<file path="config.mk">
export PLATFORM = sky130hd
export DESIGN_NAME = scan_link_scheduler
export DESIGN_NICKNAME = d
export VERILOG_FILES = /design/src/rtl/scan_link_scheduler.sv
export SDC_FILE = /design/constraint.sdc
export NUM_CORES = 1
export LEC_CHECK = 0
export ABC_AREA = 1
export CORE_MARGIN = 4
export CORE_UTILIZATION = 40
export CTS_CLUSTER_SIZE = 28
export DETAILED_ROUTE_END_ITERATION = 7
export GPL_TIMING_DRIVEN = 0
export PLACE_DENSITY = 0.71
export SYNTH_ARGS = -nofsm -noshare
export SYNTH_HDL_FRONTEND = slang
export SYNTH_SLANG_ARGS = --single-unit
</file>
<file path="constraint.sdc">
create_clock -name clk -period 5.3 [get_ports clk]
set_clock_uncertainty 0.15 [all_clocks]
set_input_delay 1.06 -clock clk [delete_from_list [all_inputs] [get_ports clk]]
set_output_delay 1.06 -clock clk [all_outputs]
set_load 0.02 [all_outputs]
</file>
<file path="src/rtl/scan_link_scheduler.sv">
// scan_link_scheduler: arbitrates one serial transfer link between two
// scanner buffers (A, B) by buffer-fill urgency.
//
// Each grant sends a command byte (urgency code 1..4), the 8'd7 header and
// up to BURST data bytes, MSB first, 8 tx_valid cycles per byte.
//
// Ports:
//   clk, rst            clock, synchronous active-high reset
//   level_a, level_b    buffer occupancy (LVL_W bits)
//   data_a, data_b      FWFT head bytes
//   peer_ready          remote side can accept a burst
//   tx_bit, tx_valid    serial data and qualifier
//   tx_frame            high on bit 7 of every byte
//   grant_a, grant_b    link owner during command/header/data
//   pop_a, pop_b        head byte consumed (first bit cycle of a data byte)
//   busy                FSM not idle
//
// Optional feature macro: LINK_IDLE_POLL_EN. When defined, an idle link
// sends an 8'd6 poll byte after POLL_INTERVAL idle cycles.

module scan_link_scheduler #(
    parameter int BUF_DEPTH     = 64,
    parameter int LVL_W         = 7,
    parameter int BURST         = 8,
    parameter int POLL_INTERVAL = 256
) (
    input  logic             clk,
    input  logic             rst,
    input  logic [LVL_W-1:0] level_a,
    input  logic [LVL_W-1:0] level_b,
    input  logic [7:0]       data_a,
    input  logic [7:0]       data_b,
    input  logic             peer_ready,
    output logic             tx_bit,
    output logic             tx_valid,
    output logic             tx_frame,
    output logic             grant_a,
    output logic             grant_b,
    output logic             pop_a,
    output logic             pop_b,
    output logic             busy
);

    localparam int T4 = BUF_DEPTH;
    localparam int T3 = BUF_DEPTH * 9 / 10;
    localparam int T2 = BUF_DEPTH * 4 / 5;
    localparam int T1 = BUF_DEPTH / 2;

    localparam logic [7:0] HDR_BYTE = 8'd7;

    if (BURST < 1 || BURST > 255) begin : g_chk_burst
        $error("BURST must be 1..255");
    end
    if (BUF_DEPTH < 2 || (64'd1 << LVL_W) <= 64'(BUF_DEPTH)) begin : g_chk_lvl
        $error("LVL_W must hold BUF_DEPTH (>=2)");
    end
    if (POLL_INTERVAL < 1) begin : g_chk_poll
        $error("POLL_INTERVAL must be >= 1");
    end

    typedef enum logic [2:0] {
        IDLE,
        CMD,
        HDR,
        DATA,
        POLL
    } state_t;

    state_t     state_q, state_d;
    logic [7:0] sh_q, sh_d;
    logic [2:0] bit_q, bit_d;
    logic [7:0] left_q, left_d;
    logic       sel_q, sel_d;
    logic       rr_q, rr_d;
    logic       abort_q, abort_d;

`ifdef LINK_IDLE_POLL_EN
    localparam logic [7:0] POLL_BYTE = 8'd6;
    localparam int PW = $clog2(POLL_INTERVAL + 1);
    logic [PW-1:0] poll_q, poll_d;
`endif

    logic [2:0]       code_a, code_b;
    logic             req, pick_b, stop, last_bit, owned;
    logic [LVL_W-1:0] lvl_pick;
    logic [7:0]       len, data_sel;

    function automatic logic [2:0] urgency(input logic [LVL_W-1:0] lvl);
        int v;
        v = int'(lvl);
        if (v >= T4)      return 3'd4;
        else if (v >= T3) return 3'd3;
        else if (v >= T2) return 3'd2;
        else if (v >= T1) return 3'd1;
        else              return 3'd0;
    endfunction

    always_comb begin
        code_a   = urgency(level_a);
        code_b   = urgency(level_b);
        req      = peer_ready && (code_a != 3'd0 || code_b != 3'd0);
        // ties go to the scanner named by the round-robin pointer
        pick_b   = (code_b > code_a) || ((code_b == code_a) && rr_q);
        lvl_pick = pick_b ? level_b : level_a;
        len      = (int'(lvl_pick) >= BURST) ? 8'(BURST) : 8'(lvl_pick);
        data_sel = sel_q ? data_b : data_a;
        last_bit = (bit_q == 3'd0);
        // a peer drop anywhere in the byte ends the grant at its last bit
        stop     = abort_q || !peer_ready;
    end

    always_comb begin
        state_d = state_q;
        sh_d    = sh_q;
        bit_d   = bit_q;
        left_d  = left_q;
        sel_d   = sel_q;
        rr_d    = rr_q;
        abort_d = abort_q;
`ifdef LINK_IDLE_POLL_EN
        poll_d  = poll_q;
`endif

        if (state_q != IDLE) begin
            bit_d = bit_q - 3'd1;
            sh_d  = {sh_q[6:0], 1'b0};
        end

        unique case (state_q)
            IDLE: begin
                abort_d = 1'b0;
                if (req) begin
                    state_d = CMD;
                    sel_d   = pick_b;
                    sh_d    = {5'd0, pick_b ? code_b : code_a};
                    bit_d   = 3'd7;
                    left_d  = len - 8'd1;
`ifdef LINK_IDLE_POLL_EN
                    poll_d  = '0;
                end else if (poll_q == PW'(POLL_INTERVAL - 1)) begin
                    state_d = POLL;
                    sh_d    = POLL_BYTE;
                    bit_d   = 3'd7;
                    poll_d  = '0;
                end else begin
                    poll_d  = poll_q + PW'(1);
`endif
                end
            end
            CMD, HDR, DATA: begin
                if (!peer_ready) abort_d = 1'b1;
                if (last_bit) begin
                    if (stop || (state_q == DATA && left_q == 8'd0)) begin
                        state_d = IDLE;
                        rr_d    = ~rr_q;
                    end else if (state_q == CMD) begin
                        state_d = HDR;
                        sh_d    = HDR_BYTE;
                    end else begin
                        // data_x sampled at the edge that starts the byte
                        state_d = DATA;
                        sh_d    = data_sel;
                        if (state_q == DATA) left_d = left_q - 8'd1;
                    end
                end
            end
            POLL: begin
                if (last_bit) state_d = IDLE;
            end
            default: state_d = IDLE;
        endcase
    end

    always_ff @(posedge clk) begin
        if (rst) begin
            state_q <= IDLE;
            sh_q    <= 8'd0;
            bit_q   <= 3'd0;
            left_q  <= 8'd0;
            sel_q   <= 1'b0;
            rr_q    <= 1'b0;
            abort_q <= 1'b0;
`ifdef LINK_IDLE_POLL_EN
            poll_q  <= '0;
`endif
        end else begin
            state_q <= state_d;
            sh_q    <= sh_d;
            bit_q   <= bit_d;
            left_q  <= left_d;
            sel_q   <= sel_d;
            rr_q    <= rr_d;
            abort_q <= abort_d;
`ifdef LINK_IDLE_POLL_EN
            poll_q  <= poll_d;
`endif
        end
    end

    always_comb begin
        busy     = (state_q != IDLE);
        owned    = (state_q == CMD) || (state_q == HDR) || (state_q == DATA);
        tx_valid = busy;
        tx_bit   = busy && sh_q[7];
        tx_frame = busy && (bit_q == 3'd7);
        grant_a  = owned && !sel_q;
        grant_b  = owned && sel_q;
        pop_a    = (state_q == DATA) && (bit_q == 3'd7) && !sel_q;
        pop_b    = (state_q == DATA) && (bit_q == 3'd7) && sel_q;
    end

endmodule

</file>
==> metrics <==
met2 track demand over resource=29.1%; most area-consuming cells after synthesis=sky130_fd_sc_hd__dfxtp_1 (26%), sky130_fd_sc_hd__nand2_1 (13%), sky130_fd_sc_hd__inv_1 (7.9%), sky130_fd_sc_hd__nor2_1 (7.9%), sky130_fd_sc_hd__ha_1 (6.2%); unrepaired setup endpoints after global routing=false; most numerous cell types in the synthesized netlist=sky130_fd_sc_hd__nand2_1 (64), sky130_fd_sc_hd__inv_1 (38), sky130_fd_sc_hd__nor2_1 (38), sky130_fd_sc_hd__dfxtp_1 (24), sky130_fd_sc_hd__nand3_1 (20); H-tree depth reported by CTS=1; Finished Layout Cells=384; total of max-cap violations=0; leakage power total=1.05 nW; worst hold path type=reg -> reg; cell mode on critical path=sky130_fd_sc_hd__nand2_1; I/O Pins=41; Most used DFF post-synth=sky130_fd_sc_hd__dfxtp_1; CP Data Required Time=5300 ps; maximum operating frequency=269 MHz; post-CTS setup repair buffer count=0; first-pass GRT wire length=7670 um; detailed-route via count=1870; number of synthesized flops with an enable pin=0; maximum number of pins on one net before global-route repair=14; clock tree from TritonCTS=yes; cell area power density=255 nW/um^2; shortest clock period the worst path allows after layout=3720 ps; number of warnings printed during yosys synthesis=0; DIE WIDTH=75.3 um; die outline area=5680 um^2; layout net count=375; worst ir drop on vdd=185 uV; Global Route Usage Sum=16.9%; Max-Slew Margin vs Limit=61.4%; post-DR wirelength/cell=11.5 um; total number of clock tree sinks=24; top-count cell post-synth=sky130_fd_sc_hd__nand2_1; Worst-path clk slew=80 ps; number of diodes=0; worst r2r src=state_q[1]; drt pass-1 iters=4; final hold violation count=0; DRC violations left=0; highest cell delay on the worst timing path=520 ps; placeable core area=4380 um^2; mean instance size in the synthesized netlist=6.30 um^2; Tot Pwr=0.595 mW; synthesized net count=330; First DRT Iteration DRCs=97; most used routing layer=met2; share of Yosys cell area claimed by the top area cell type=26.5%; worst slew pin tran=580 ps; flip-flop and latch count after synthesis=24; clock insertion delay at the later pin of the skew report=270 ps; data arrival time of the critical path=3720 ps; number of vias per cell after detailed routing=4.87; Max Root-Sink Buffers=2; setup violation total in the final timing report=0; number of buffers created by CTS=3; Crit. End Element=flip-flop; critical path class=in -> reg; count of cell types in the netlist=32; ratio of final minimum period to clock period=70.2%; Inst Count DP=380; cts repair resizes=0; aggregate global routing overflow=0; buffers added on ports=40; post-route antenna net violation count=0; cell breakdown of the critical path=clkdlybuf4s50_1 -> nand2_1 -> nor2_2 -> nand2_1 -> inv_1 -> ha_1 -> nand2_1 -> inv_1 -> nand2_1 -> nand2_2 -> nand2_4 -> buf_6 -> nand2_1 -> o21ai_1 -> nor2_1 -> nor2_4 -> ha_1 -> inv_1 -> nor2_2 -> nand3_1 -> xnor2_1 -> nor2_1; Area growth, synth to finish=28.7%; CP top delay family=simple AND/OR/NAND/NOR gates; aggregate negative setup slack=0 ps; detailed placer's ending HPWL=3570 um; post-synthesis cell count=288; launch instance of the worst min-delay path=sh_q[7]; cell taking the most area after synthesis=sky130_fd_sc_hd__dfxtp_1; run status=complete, no violations; Buffers & Inverters on Critical Path=5; Crit Path Max Fanout=10; DIE HEIGHT=75.3 um; root buf cell=sky130_fd_sc_hd__clkbuf_8; fraction of layout instances using a drive strength above 1=8.43%; GR Layer Usage met3=3.03%; met1 usage in global routing=22.4%; async set-or-reset flop fraction in the synthesized netlist=0%; post-synthesis sequential area ratio=26.5%; vias in the first global route=1806; cts-stage hold buffer count=0; master of the slowest instance on the critical path=sky130_fd_sc_hd__clkdlybuf4s50_1; total count of max-transition violations in the final report=0; cell row count=24; Mapped Area=1810 um^2; timing startpoint of the critical path=level_b[5]; weighted congestion reported at the end of routability-driven placement=0.802; CP startpoint kind=primary input; Initial Util=41.4%; antenna violations before repair=0; worst slack on hold paths=326 ps; overall routed net length=4430 um
-- per-layer routing --
metal / share of wire, % / vias to the layer above
li1: - / 1023
met1: 49 / 808
met2: 45 / 34
met3: 4.9 / 5
met4: 0.68 / 0
met5: 0 / -
-- layout by cell type, fill, tap and decap left out, drive strengths merged, types with 2 or more instances in the layout --
| cell | netlist | layout |
|---|---|---|
| nand2 | 72 | 72 |
| nor2 | 46 | 46 |
| clkdlybuf4s50 | 0 | 40 |
| inv | 40 | 40 |
| dfxtp | 24 | 24 |
| nand3 | 22 | 22 |
| a21oi | 15 | 15 |
| o21ai | 15 | 15 |
| clkbuf | 7 | 11 |
| ha | 9 | 9 |
| o211ai | 7 | 7 |
| nor3 | 6 | 6 |
| o31ai | 6 | 6 |
| a31oi | 5 | 5 |
| buf | 4 | 4 |
| nand3b | 2 | 2 |
| nor4 | 2 | 2 |
-- metrics by stage --
step                      instance area, um^2  utilization, %  setup WS (ps)
final                                    2330            53.3           1580
after global routing                     2330            53.3           1280
after CTS                                2330            53.3           1570
after detailed placement                 2280            52.0           1290
after global placement                   2280            52.0           1330
after floorplan                          1810               -           2070
-- where the power goes --
group	internal (mW)	switching, mW
combinational	0.101	0.148
sequential	0.204	0.0164
clock	0.0664	0.0594
-- path summary, 6_finish.rpt --
check,slack [ps],end,cells past startpoint
worst max register to register,2900,left_q[4],13
worst max-delay path,1580,left_q[4],22
worst min-delay path,330,sh_q[7],2
worst min register to register,330,sh_q[7],2
-- cell type report --
class	count	area (um^2)
Tap cell	52	65.1
Timing Repair Buffer	40	400
Inverter	40	150
Multi-Input combinational cell	213	1130
Buffer	11	57.6
Clock buffer	4	55.1
Fill cell	436	2050
Sequential cell	24	480
-- worst min-delay path: cells and delay by family, from the launching register on --
| family | cells | cell delay, ps |
|---|---|---|
| buffers and inverters | 1 | 60 |
| AOI/OAI and AO/OA | 1 | 70 |
| DFF | 1 | 310 |
-- cells by family after synthesis --
logic type | share of synthesized area [%]
flip-flops | 26.5
XOR/XNOR | 0.483
AO/OA/AOI/OAI | 16.7
AND/OR/NAND/NOR | 38.7
buffers and inverters | 11.4
adder cells (fa/ha/maj) | 6.21
-- registers in the layout, summed over array words and instances (netlist names) --
register	flops
sh_q	8
bit_q	3
left_q	8
abort_q	1
rr_q	1
sel_q	1
state_q	2
No activity file was read; power rests on OpenSTA's default activity.
==> variant 1: new RTL, same flow settings <==
The 5 states of `state_t` get a one-hot encoding in 5 bits.
--- a/src/rtl/scan_link_scheduler.sv
+++ b/src/rtl/scan_link_scheduler.sv
@@ -59,10 +59,10 @@
     end
 
-    typedef enum logic [2:0] {
-        IDLE,
-        CMD,
-        HDR,
-        DATA,
-        POLL
+    typedef enum logic [4:0] {
+        IDLE = 5'b00001,
+        CMD  = 5'b00010,
+        HDR  = 5'b00100,
+        DATA = 5'b01000,
+        POLL = 5'b10000
     } state_t;
 
Behaviour: no difference found for any inputs over 10 cycles, from zero or initial values and one cycle with rst high; not proved beyond that.
==> variant 1 against the original RTL <==
Wire length grew 17%. Worst setup slack got worse by 0.47 ns. Synthesized area rose by 12%. Cell area rose by 11%. Sequential cell count increased by 2. Sequential share of layout area decreased by 0.49 points.
Power is not compared: it rests on default switching activity, and its combinational part moved more than twofold at a synthesized area within 25%.
==> variant 1: results (changes against the original RTL) <==
metric,value,unit,change
synth_compound_area_share,18.5,%,+1.8 points
outcome,finished clean,,
syn_avg_cell_area,5.95,um2,-5.5%
place_area,2520,um2,+11%
hold_path_end,left_q[0]$_SDFFE_PP0P_,,
wl_per_cell,11.4,um,-1.2%
vias,2265,,+21%
synth-adder-area-share,4.30,%,-1.9 points
synth_common_cells,"nand2_1 (74), nor2_1 (53), inv_1 (45), nand3_1 (27), dfxtp_1 (26)",,
final_layout_size_suffix_gt1_share,8.55,%,+0.12 points
fin_cells,453,,+18%
dp_hpwl,4040,um,+13%
reg2reg_slack,3.00,ns,+0.10 ns
yosys.area.top_type_share,25.6,%,-0.91 points
max_stage_delay,0.45,ns,-0.07 ns
gp_congestion,0.928,,+16%
crit_end,left_q[6]$_SDFFE_PP0P_,,
gr-usage-all-layers,17.0,%,+0.10 points
grt_pass1_wl,8780,um,+14%
drt_iter0_drc,151,,+56%
seq_area_frac_synth,25.6,%,-0.91 points
r2r_start,state_q[3]$_SDFFE_PP0P_,,
holdCritStartpoint,left_q[0]$_SDFFE_PP0P_,,
dp_slack,0.851,ns,-0.443 ns
reg_top3,"left_q (8), sh_q (8), state_q (4)",,
synth_xor_area_share,0.430,%,-0.053 points
crit_arrival,4.24,ns,+0.52 ns
## variant 1: kinds of logic (layout without fill, tap and decap cells)
group | Yosys count | count (layout)
DFF | 26 | 26
AOI/OAI and AO/OA | 67 | 67
buffers and inverters | 63 | 107
adders and majority gates | 7 | 7
xor gates and xnor gates | 1 | 1
and+or+nand+nor | 178 | 178
## variant 1: layout make-up
class	instances	area, um2
fill	502	2230
multi-input combinational	253	1270
sequential	26	520
timing repair buffer	40	400
inverter	53	201
tap	67	83.8
buffer	10	47.5
clock buffer	3	41.3
clock inverter	1	30.0
## variant 1: per-layer routing
metal | GRT usage [%] | routed length (um) | vias up
met5 | 0 | 0 | -
met4 | 4.81 | 44 | 0
met3 | 3.06 | 269 | 4
li1 | - | - | 1197
met2 | 28.8 | 2430 | 59
met1 | 22.1 | 2410 | 1005
==> variant 2: new RTL, same settings <==
Made on the original files. `LVL_W`: 7 -> 8.
--- a/src/rtl/scan_link_scheduler.sv
+++ b/src/rtl/scan_link_scheduler.sv
@@ -21,5 +21,5 @@
 module scan_link_scheduler #(
     parameter int BUF_DEPTH     = 64,
-    parameter int LVL_W         = 7,
+    parameter int LVL_W         = 8,
     parameter int BURST         = 8,
     parameter int POLL_INTERVAL = 256
Interface: changed (resized level_a and level_b); port bits go from 41 to 43. The function was not compared with the original's and may differ.
==> variant 2 against the original RTL <==
Total power grew 21%. Sequential cell count unchanged. Wire length is 15% higher. Worst setup slack lost 0.13 ns. Clock power grew 31%. Global-route usage up 0.98 points. Die area rose by 4.1%. Cell area rose by 5.1%. Synthesized area is 4.6% higher.
==> variant 2: results (changes against the original RTL) <==
metric,value,unit,change
cts-root-buf,clkbuf_8,,
peakVddDrop,157,uV,-15%
synthMuxAreaShare,0,%,unchanged
dp_hpwl,3990,um,+12%
cts.clk_slew.worst_paths,0.09,ns,
crit_arrival,3.88,ns,+0.16 ns
grt_pass1_vias,1937,,+7.3%
wl_per_cell,12.7,um,+10%
cp_max_fo,10,,unchanged
firstDrtPassIters,4,,unchanged
grt_max_degree,15,,+1
seq_area_frac_synth,25.3,%,-1.2 points
synth-adder-area-share,6.59,%,+0.39 points
reg2reg_depth,7,,-6
fillers,450,,+3.2%
timing.rr.end,sh_q[1]$_SDFF_PP0_,,
grt_pass1_wl,8800,um,+15%
yosys_warnings,0,,unchanged
synth_cell_types,36,,+13%
fin_crit_sh,72.6,%,+2.4 points
portBuffers,42,,+5.0%
wirelength,5080,um,+15%
reg2reg_slack,3.11,ns,+0.21 ns
fin_nets,394,,+5.1%
dp_slack,1.16,ns,-0.134 ns
holdCritStartpoint,left_q[0]$_SDFFE_PP0P_,,
numCtsBuffers,3,,unchanged
r2r_start,state_q[1]$_SDFFE_PP0P_,,
place_area,2380,um2,+4.6%
clock_path_buffers,2,,unchanged
postCtsSetupBuffers,0,,unchanged
syn_nets,347,,+5.2%
synth_common_cells,"nand2_1 (50), inv_1 (49), nor2_1 (45), dfxtp_1 (24), o21ai_0 (24)",,
vias,2049,,+9.6%
reg_top3,"left_q (8), sh_q (8), bit_q (3)",,
gp_congestion,0.857,,+6.8%
drt_iter0_drc,107,,+10%
hold_class,flip-flop to flip-flop,,
leakage,0.00109,uW,+3.7%
final_layout_size_suffix_gt1_share,8.91,%,+0.47 points
outcome,finished clean,,
synth_area_leaders,"dfxtp_1 (25%), nand2_1 (9.9%), inv_1 (9.7%)",,
holdWs,0.337,ns,+0.0114 ns
cts_resized,0,,unchanged
syn_avg_cell_area,6.29,um2,-0.23%
antenna_found_initial,0,,unchanged
async_flop_share,0,%,unchanged
num_antenna_cells,0,,unchanged
synth_compound_area_share,19.7,%,+3.0 points
gr-usage-all-layers,17.9,%,+0.98 points
htree_levels,1,,unchanged
hold_path_end,left_q[0]$_SDFFE_PP0P_,,
relSlewSlack,61.2,%,-0.13 points
tns,0,ns,unchanged
synth_xor_area_share,0.461,%,-0.021 points
-- variant 2: cell count changes after synthesis, moves of 3 or more --
| cell | delta |
|---|---|
| nor2_1 | +7 |
| clkbuf_1 | -3 |
| nand2_1 | -14 |
| inv_1 | +11 |
| a21oi_1 | +7 |
| o21ai_1 | -3 |
| o31ai_1 | -5 |
| o211ai_1 | -4 |
| nand3_1 | -3 |
| o21ai_0 | +13 |
| nand4_1 | +6 |
-- variant 2: cell families (layout without fill, tap and decap cells) --
group           count (synthesis)  after routing
fa+ha+maj                      10             10
compound gates                 63             63
xor+xnor                        1              1
flops                          24             24
buf+inv                        60            106
simple gates                  144            144
-- variant 2: layer usage --
layer / global-route usage [%] / up-vias / part of all wire (%)
met1: 23.9 / 929 / 47
met3: 2.58 / 5 / 5.5
li1: - / 1072 / -
met4: 5.98 / 0 / 1.4
met5: 0 / - / 0
met2: 29.4 / 43 / 46
-- variant 2: worst max-delay path by stage --
stage,cells after the start,slack [ns],end,startpoint
floorplan,20,1.90,left_q[2]$_SDFFE_PP0P_,level_a[6]
global placement,21,1.18,left_q[2]$_SDFFE_PP0P_,level_a[6]
detailed placement,21,1.16,left_q[2]$_SDFFE_PP0P_,level_a[6]
CTS,21,1.44,left_q[2]$_SDFFE_PP0P_,level_a[6]
global route,23,1.07,left_q[4]$_SDFFE_PP0P_,level_a[6]
finish,21,1.45,left_q[2]$_SDFFE_PP0P_,level_a[6]
-- variant 2: area by class of cell --
cell class | instances | area, um2 | share of cell area [%]
well taps | 52 | 65.1 | 2.65
inverters | 52 | 195 | 7.95
plain buffers | 8 | 35.0 | 1.43
clock buffers | 3 | 41.3 | 1.68
repair buffers | 42 | 420 | 17.1
flip-flops and latches | 24 | 480 | 19.6
multi-input cells | 218 | 1190 | 48.4
clock inverters | 1 | 30.0 | 1.22
-- variant 2: report_power, final --
group	switching, uW	total [uW]	internal, uW
Sequential	15.6	225	209
Combinational	203	329	127
Clock	63.7	165	101
Total	282	719	437
-- variant 2: worst max-delay path, stage by stage --
cell and delay [ns]:
clkdlybuf4s50_1 0.44, nor2_2 0.22, inv_1 0.06, nor2_1 0.12, nand2_1 0.12, nand3_1 0.08
nand2_1 0.07, ha_1 0.33, inv_1 0.04, nand2_1 0.05, nand2_1 0.06, nand2_2 0.11
nand2_4 0.11, nand2_4 0.08, nand3_4 0.10, nor2_2 0.15, nor2_4 0.07, ha_1 0.26
xor2_1 0.18, o21ai_1 0.13, inv_1 0.04
